## config.mk

```make
export PLATFORM = sky130hd
export DESIGN_NAME = uidbufw_rr_interconnect
export DESIGN_NICKNAME = d
export VERILOG_FILES = /design/src/rtl/uidbufw_rr_pkg.sv /design/src/rtl/uidbufw_rr_pick.sv /design/src/rtl/uidbufw_rr_interconnect.sv
export SDC_FILE = /design/constraint.sdc
export NUM_CORES = 1
export LEC_CHECK = 0
export CAP_MARGIN = 25
export CORE_AREA = 2 2 142 144
export CTS_BUF_LIST = sky130_fd_sc_hd__clkbuf_8
export DETAILED_ROUTE_END_ITERATION = 6
export DIE_AREA = 0 0 144 146
export GPL_TIMING_DRIVEN = 1
export PLACE_DENSITY = 0.53
export SLEW_MARGIN = 0
export SYNTH_ARGS = -nofsm -noshare
export SYNTH_HDL_FRONTEND = slang
export SYNTH_SLANG_ARGS = --single-unit
```

## constraint.sdc

```tcl
create_clock -name ui_clk -period 1.9 [get_ports ui_clk]
set_input_delay 0.19 -clock ui_clk [delete_from_list [all_inputs] [get_ports ui_clk]]
set_output_delay 0.19 -clock ui_clk [all_outputs]
set_load 0.005 [all_outputs]
```

## src/rtl/uidbufw_rr_pkg.sv

```systemverilog
// Shared types and helpers for the uidbuf write-side round-robin interconnect.
package uidbufw_rr_pkg;

    typedef enum logic [1:0] {
        S_IDLE = 2'd0,
        S_REQ  = 2'd1,
        S_BUSY = 2'd2
    } state_t;

    localparam int FDMA_SIZE_W = 16;

    // Index width for n items; never less than one bit.
    function automatic int clog2(input int n);
        int w;
        w = 0;
        for (int i = 0; i < 31; i++) begin
            if ((1 << i) < n) w = i + 1;
        end
        return (w < 1) ? 1 : w;
    endfunction

endpackage

```

## src/rtl/uidbufw_rr_pick.sv

```systemverilog
// Combinational rotating-priority picker: first requester above 'last', with wrap.
module uidbufw_rr_pick
    import uidbufw_rr_pkg::*;
#(
    parameter int CH_NUM = 4,
    parameter int IDXW   = clog2(CH_NUM)
) (
    input  logic [CH_NUM-1:0] req,
    input  logic [IDXW-1:0]   last,
    output logic [IDXW-1:0]   idx,
    output logic              any
);

    logic [IDXW:0] cand;

    // Walk from farthest to nearest so the nearest requester is written last and wins.
    always_comb begin
        // NOTE: every output gets a default before the loop so no path infers a latch.
        idx  = '0;
        any  = 1'b0;
        cand = '0;
        for (int k = CH_NUM; k >= 1; k--) begin
            cand = {1'b0, last} + (IDXW+1)'(k);
            if (cand >= (IDXW+1)'(CH_NUM)) cand = cand - (IDXW+1)'(CH_NUM);
            if (req[cand[IDXW-1:0]]) begin
                idx = cand[IDXW-1:0];
                any = 1'b1;
            end
        end
    end

endmodule

```

## src/rtl/uidbufw_rr_interconnect.sv

```systemverilog
// N-channel FDMA write interconnect with round-robin grant and registered request.
// Optional request-stall watchdog: define UIDBUFW_RR_TIMEOUT_EN.
module uidbufw_rr_interconnect
    import uidbufw_rr_pkg::*;
#(
    parameter int CH_NUM         = 4,
    parameter int AXI_DATA_WIDTH = 32,
    parameter int AXI_ADDR_WIDTH = 21,
    parameter int REQ_TIMEOUT    = 1023
) (
    input  logic                               ui_clk,
    input  logic                               ui_rstn,
    input  logic [CH_NUM*AXI_ADDR_WIDTH-1:0]   ch_waddr,
    input  logic [CH_NUM-1:0]                  ch_wareq,
    input  logic [CH_NUM*FDMA_SIZE_W-1:0]      ch_wsize,
    output logic [CH_NUM-1:0]                  ch_wbusy,
    input  logic [CH_NUM*AXI_DATA_WIDTH-1:0]   ch_wdata,
    output logic [CH_NUM-1:0]                  ch_wvalid,
    output logic [AXI_ADDR_WIDTH-1:0]          fdma_waddr,
    output logic                               fdma_wareq,
    output logic [FDMA_SIZE_W-1:0]             fdma_wsize,
    input  logic                               fdma_wbusy,
    input  logic                               fdma_wvalid,
    output logic [AXI_DATA_WIDTH-1:0]          fdma_wdata,
    output logic [clog2(CH_NUM)-1:0]           grant_idx,
    output logic                               grant_vld,
    output logic                               arb_err
);

    localparam int IDXW = clog2(CH_NUM);

    state_t              state, state_nxt;
    logic [IDXW-1:0]     last_grant, pick_idx;
    logic                pick_any, timeout;

    logic [AXI_ADDR_WIDTH-1:0] addr_arr [CH_NUM];
    logic [FDMA_SIZE_W-1:0]    size_arr [CH_NUM];
    logic [AXI_DATA_WIDTH-1:0] data_arr [CH_NUM];

    for (genvar i = 0; i < CH_NUM; i++) begin : g_split
        assign addr_arr[i] = ch_waddr[i*AXI_ADDR_WIDTH +: AXI_ADDR_WIDTH];
        assign size_arr[i] = ch_wsize[i*FDMA_SIZE_W +: FDMA_SIZE_W];
        assign data_arr[i] = ch_wdata[i*AXI_DATA_WIDTH +: AXI_DATA_WIDTH];
    end

    uidbufw_rr_pick #(
        .CH_NUM (CH_NUM),
        .IDXW   (IDXW)
    ) u_pick (
        .req  (ch_wareq),
        .last (last_grant),
        .idx  (pick_idx),
        .any  (pick_any)
    );

`ifdef UIDBUFW_RR_TIMEOUT_EN
    localparam int CNTW = clog2(REQ_TIMEOUT + 1);

    logic [CNTW-1:0] req_cnt;

    assign timeout = (state == S_REQ) && !fdma_wbusy && (req_cnt == CNTW'(REQ_TIMEOUT));

    // Counter is zero whenever S_REQ is entered, since S_REQ is only reached from S_IDLE.
    always_ff @(posedge ui_clk or negedge ui_rstn) begin
        if (!ui_rstn) begin
            req_cnt <= '0;
            arb_err <= 1'b0;
        end else begin
            req_cnt <= (state == S_REQ) ? req_cnt + 1'b1 : '0;
            if (timeout) arb_err <= 1'b1;
        end
    end
`else
    localparam int unused_req_timeout = REQ_TIMEOUT;

    assign timeout = 1'b0;
    assign arb_err = 1'b0;
`endif

    // NOTE: sequential state uses non-blocking assignments so all flops sample pre-edge values.
    always_ff @(posedge ui_clk or negedge ui_rstn) begin
        if (!ui_rstn) state <= S_IDLE;
        else          state <= state_nxt;
    end

    always_comb begin
        state_nxt = state;
        unique case (state)
            S_IDLE:  if (pick_any) state_nxt = S_REQ;
            S_REQ:   if (fdma_wbusy) state_nxt = S_BUSY;
                     else if (timeout) state_nxt = S_IDLE;
            S_BUSY:  if (!fdma_wbusy) state_nxt = S_IDLE;
            default: state_nxt = S_IDLE;
        endcase
    end

    // Grant is captured once in S_IDLE and held through the burst regardless of ch_wareq.
    always_ff @(posedge ui_clk or negedge ui_rstn) begin
        if (!ui_rstn) begin
            grant_idx  <= '0;
            last_grant <= IDXW'(CH_NUM - 1);
            fdma_waddr <= '0;
            fdma_wsize <= '0;
        end else if (state == S_IDLE && pick_any) begin
            grant_idx  <= pick_idx;
            last_grant <= pick_idx;
            fdma_waddr <= addr_arr[pick_idx];
            fdma_wsize <= size_arr[pick_idx];
        end
    end

    always_comb begin
        fdma_wareq = (state == S_REQ);
        grant_vld  = (state != S_IDLE);
        ch_wbusy   = '0;
        ch_wvalid  = '0;
        fdma_wdata = '0;
        if (state != S_IDLE) begin
            ch_wbusy[grant_idx]  = fdma_wbusy;
            ch_wvalid[grant_idx] = fdma_wvalid;
            fdma_wdata           = data_arr[grant_idx];
        end
    end

endmodule
```

==> metrics.txt, run 1 <==
CTS tree built; Reg2Reg Capture Point fdma_waddr[5]; DRT Wirelength 20.5 mm; Worst setup EP type output pin; DR WL/cell 20.3 um; Post-route DRC 0; number of port buffers 364; Clk pwr share 6.0%; Initial Util 19.1%; gp weighted congestion 0.857; Distinct cells, synth 28; Flop pwr share 15.4%; share of cells above drive strength 1 27.4%; VDD IR max 502 uV; largest net degree at the start of global routing 44; Clock Latency Late Sink 310 ps; core area 19300 um^2; Most used DFF post-synth dfrtp_1; CP max stage delay 430 ps; final hold viol count 0; DRT Pass-1 Iters 4; cell-internal power 0.00721 W; GR peak layer met2; vias in the first global route 5084; Pwr per Cell Area 1280 nW/um^2; CP dominant cell by count buf_12; H-tree depth 2; Global Route met2 Usage 34.3%; switching power 0.00403 W; Synth Instances 335; FF+latch count, synth 43; P_leak 3.63 nW; Area growth syn-to-layout 138%; Root Driver clkbuf_8; RSZ-0062 raised after global routing yes; post-layout util 45.4%; fillcell total 1829; worst-path fanout max 6; HPWL Detailed 15.8 mm; Logic pwr share 78.6%; mapped cell area 3690 um^2; Rel. slew slack 60.8%; Die Y 146 um; Yosys warnings 0; Post-synth top cells 75 x mux2i_1, 46 x nand2_1, 41 x dfrtp_1; GR Util All Layers 18.5%; failing checks setup timing; first-pass GRT wire length 29.7 mm; via count 4561; GR Util met3 5.20%; most common cell in the netlist mux2i_1; CP Cell Sequence buf_12 > buf_12 > buf_4 > mux4_2 > and2_4 > buf_6; R2R Setup Slk -70 ps; width of the die 144 um; clock sink count 43; largest cells by area after synthesis dfrtp_1 28%, mux2i_1 20%, mux4_2 20%; fmax 494 MHz; clk_skew 16.9 ps; worst r2r src last_grant[1]; fin. max-slew vios 0; Worst Path Required 1710 ps; Final setup viols 54; cell family with most CP delay buffers and inverters; number of CTS-inserted buffers 5; Final Cycle Share 107%; post-layout min period 2030 ps; Via density 4.51; final worst slack -126 ps; slowest CP cell dfrtp_2; Max Cap Viol 0; nets 1028; switch share 35.9%; Final ANT Viol Nets 0; Min Hold Slack 489 ps; Setup TNS -3040 ps; io pins 366; initial drt markers 97; CTS Buffer Depth 2; status finished with violations; met1 global-route usage 20.2%; die area 21000 um^2; Register Area 1080 um^2; CP arrival 1840 ps; synthesized area per cell 11.0 um^2; HP Class in -> async; Synthesized Nets 619; Cell Rows 51; Clk pin slew, worst setup/hold paths 100 ps; top-area cell type share of the netlist area 27.8%; WP buf/inv 4; grt ovf 0; Register-to-Register Path Depth 8; crit start category flip-flop; number of synthesized flops with an enable pin 0; area of the multi-input gates 2630 um^2; fraction of registers with async set or reset after synthesis 100%; Synth area leader dfrtp_1; Worst Max-Slew Pin Slew 589 ps; Setup Slack @ Placement -260 ps; initial antenna violation count 1; critical path type reg -> out; post-synthesis sequential area ratio 29.2%
-- how the worst max path moves through the flow --
stage                 startpoint              to  slack [ps]  cells after the start
finish              grant_idx[0]  fdma_wdata[21]        -130                      6
global route        grant_idx[0]  fdma_wdata[21]        -180                      6
global placement     ch_wareq[3]  fdma_waddr[14]        -180                      7
detailed placement   ch_wareq[3]   fdma_wsize[3]        -260                      7
CTS                 grant_idx[0]  fdma_wdata[25]        -180                      6
floorplan           grant_idx[0]   fdma_wdata[0]         180                      4
-- kinds of logic after synthesis --
kind of cell | share of synthesized area, %
mux | 39.8
simple gates | 13.4
compound gates | 10.8
flops | 29.2
other cells | 0.102
buf+inv | 6.64
-- tightest hold or removal path, stage by stage --
cell and delay [ps]:
dlygate4sd3_1 520, buf_2 90, buf_4 480
-- metrics by stage --
step	std cells	total power, W	instance area, um^2
floorplan	335	0.00503	3690
global placement	962	0.00868	7810
detailed placement	962	0.00877	7810
CTS	1005	0.0109	8510
global route	1010	0.0119	8770
finish	1011	0.0112	8780
-- layout make-up --
| cell class | count | area share (%) |
|---|---|---|
| multi-input combinational | 257 | 29.9 |
| clock buffer | 6 | 0.941 |
| tap | 265 | 3.78 |
| clock inverter | 2 | 0.185 |
| timing repair buffer | 434 | 52.7 |
| inverter | 3 | 0.128 |
| antenna | 1 | 0.0285 |
| sequential | 43 | 12.3 |
-- what timing repair did --
item                                    in CTS  in global routing
pin swaps                                   42                 25
buffers inserted                            27                  7
hold endpoints to repair                    36                  0
hold buffers                                 1                  0
cloned                                       8                  3
endpoints found under the setup margin      74                 71
gates resized for setup                    222                 52
-- metal layers --
layer  part of all wire [%]  routed length (um)
met5                      0                   0
met4                    2.6                 529
met3                     10                2070
met2                     51               10500
met1                     36                7420
-- registers in the layout (all words and copies together), names as in the netlist --
register,count
last_grant,2
fdma_wsize,16
fdma_waddr,21
state,2
grant_idx,2
-- power groups by stage --
stage          logic, W  clock network (W)  registers [W]
2_1_floorplan   0.00335                  0        0.00168
4_1_cts         0.00845           0.000696        0.00173
3_5_place_dp    0.00702                  0        0.00175
5_1_grt         0.00943           0.000730        0.00178
3_3_place_gp    0.00695                  0        0.00174
6_report        0.00884           0.000676        0.00173
-- layout by cell type, fill, tap and decap left out, types with 8 or more instances in the layout --
master           synthesis  routed
clkdlybuf4s50_1          0     323
mux2i_1                 75      60
buf_6                    1      47
nand2_1                 46      46
dfrtp_1                 41      40
mux4_2                  32      32
o221ai_1                37      32
and2_4                   0      26
buf_4                    3      16
buf_12                   5      15
nor2_1                  11      11
buf_2                   11      10
mux2i_2                  0       9
buf_8                    0       8
Power figures use the tool's default switching activity.
==> inputs of run 2 (changes only) <==
--- a/config.mk
+++ b/config.mk
@@ -12,6 +12,7 @@
 export DIE_AREA = 0 0 144 146
 export GPL_TIMING_DRIVEN = 1
 export PLACE_DENSITY = 0.53
+export SKIP_CTS_REPAIR_TIMING = 1
 export SLEW_MARGIN = 0
 export SYNTH_ARGS = -nofsm -noshare
 export SYNTH_HDL_FRONTEND = slang
==> run 2 against run 1 <==
Against the previous run: sequential power about the same; cell count fell by 0.69%; combinational power shrank 5.8%; total power is 4.4% lower; non-clock buffer count is 7 lower; register-to-register slack is essentially flat; the run ends with hold timing, setup timing left; global-route usage is 1.1 points lower; routed wire length is 0.14% higher; maximum frequency is 1.8% lower; flip-flop and latch count stayed put; critical path depth unchanged; clock skew down 2.3 ps.
==> metrics.txt, run 2 (same netlist as run 1, synthesis figures left out) <==
Largest register FFs 21 (unchanged); CP Cell Sequence buf_6 > clkbuf_16 > buf_8 > mux4_2 > and2_1 > buf_2; vias in the first global route 4809 (-5.4%); switch share 36.5% (+0.64 points); die area 21000 um^2 (unchanged); Cell Rows 51 (unchanged); HP Class in -> async; Via density 4.55 (+0.90%); Post-route DRC 0 (unchanged); Regs by FF count fdma_waddr x21, fdma_wsize x16; Rel. slew slack 60.6% (-0.17 points); DRT Pass-1 Iters 5 (+1); Max Cap Viol 0 (unchanged); via count 4570 (+0.20%); final hold viol count 41 (+41); Final Cycle Share 109% (+2.0 points); P_leak 3.75 nW (+3.2%); largest register by flop count fdma_waddr; area of the multi-input gates 2610 um^2 (-0.67%); Worst Path Required 1710 ps (about the same); switching power 0.00393 W (-2.6%); Min Hold Slack -45.7 ps (-534 ps); slowest CP cell mux4_2; status finished with violations; DP Area 7810 um^2 (unchanged); Initial Util 19.1% (unchanged); DRT Wirelength 20.6 mm (+0.14%); Logic pwr share 77.5% (-1.1 points); Final setup viols 50 (-7.4%); H-tree depth 2 (unchanged); fmax 484 MHz (-1.8%); worst-path fanout max 5 (-1); Pwr per Cell Area 1240 nW/um^2 (-3.2%); Worst setup EP type output pin; nets 1021 (-0.68%); RSZ-0062 raised after global routing yes; Clk pin slew, worst setup/hold paths 100 ps (about the same); CTS tree built; number of port buffers 364 (unchanged); grt ovf 0 (unchanged); failing checks hold timing, setup timing; HPWL Detailed 15.8 mm (unchanged); post-layout min period 2060 ps (+38.2 ps); io pins 366 (unchanged); Flop pwr share 16.3% (+0.9 points); share of cells above drive strength 1 24.3% (-3.1 points); WP buf/inv 4 (unchanged); Clock Latency Late Sink 310 ps (about the same); first-pass GRT wire length 28.0 mm (-5.4%); final standard cell area without fillers 8670 um^2 (-1.2%); DR WL/cell 20.5 um (+0.83%); Final ANT Viol Nets 0 (unchanged); Worst Max-Slew Pin Slew 591 ps (+2.48 ps); commonest non-fill, non-tap cell in the layout clkdlybuf4s50_1; GR Util All Layers 17.4% (-1.1 points); Die Y 146 um (unchanged); fin. max-slew vios 0 (unchanged); CTS Buffer Depth 2 (unchanged); clk_skew 14.5 ps (-2.33 ps); crit start category flip-flop; number of CTS-inserted buffers 5 (unchanged); CP arrival 1870 ps (+30 ps); Root Driver clkbuf_8; Register Area 1080 um^2 (+0.12%); VDD IR max 443 uV (-12%); final worst slack -164 ps (-38.2 ps); Clk pwr share 6.3% (+0.3 points); cell family with most CP delay buffers and inverters; fillcell total 1810 (-1.0%); commonest cells after routing, fill and taps aside 324 x clkdlybuf4s50_1, 56 x mux2i_1, 45 x nand2_1; clock sink count 43 (unchanged); initial drt markers 140 (+44%); initial antenna violation count 1 (unchanged); core area 19300 um^2 (unchanged); critical path type reg -> out; cell-internal power 0.00682 W (-5.3%); gp weighted congestion 0.857 (unchanged); CP max stage delay 480 ps (+50 ps); Area growth syn-to-layout 135%; largest net degree at the start of global routing 44 (unchanged); width of the die 144 um (unchanged); Setup TNS -4680 ps (-1640 ps)
## run 2: power by group through the flow
stage	registers, W	clock network (W)	logic (W)
2_1_floorplan	0.00168	0	0.00335
3_3_place_gp	0.00174	0	0.00695
6_report	0.00175	0.000674	0.00833
4_1_cts	0.00175	0.000696	0.00705
3_5_place_dp	0.00175	0	0.00702
5_1_grt	0.00180	0.000730	0.00888
## run 2: area by class of cell
cell class / count / area share [%]
Antenna cell: 1 / 0.0289
Multi-Input combinational cell: 257 / 30.1
Clock inverter: 2 / 0.188
Clock buffer: 6 / 0.952
Tap cell: 265 / 3.82
Timing Repair Buffer: 427 / 52.3
Sequential cell: 43 / 12.5
Inverter: 3 / 0.130
## run 2: worst paths after layout
path | start | endpoint | slack, ps | cells past startpoint
setup / recovery | grant_idx[0] | fdma_wdata[28] | -160 | 6
hold / removal | ui_rstn | fdma_waddr[11] | -50 | 2
setup reg to reg | last_grant[1] | fdma_wsize[11] | -70 | 8
hold reg to reg | fdma_wsize[15] | fdma_wsize[15] | 500 | 2
max in group asynchronous | ui_rstn | grant_idx[1] | 1500 | 2
min in group ui_clk | fdma_wsize[15] | fdma_wsize[15] | 500 | 2
## run 2: per-stage QoR
stage	setup slack, ps	hold WS, ps	total power [W]	util, %	std cells
2_1_floorplan	178	-106	0.00503	-	335
3_3_place_gp	-175	329	0.00868	40.4	962
5_1_grt	-228	13.2	0.0114	44.8	1003
3_5_place_dp	-260	329	0.00877	40.4	962
4_1_cts	-496	-19.4	0.00950	40.9	970
6_report	-164	-45.7	0.0108	44.9	1004
## run 2: per-layer routing
layer	track usage (%)	routed length, um	vias to the layer above
li1	-	-	2088
met1	19.0	7540	2201
met2	32.6	10700	264
met3	5.17	2070	17
met4	4.12	292	0
met5	0	0	-
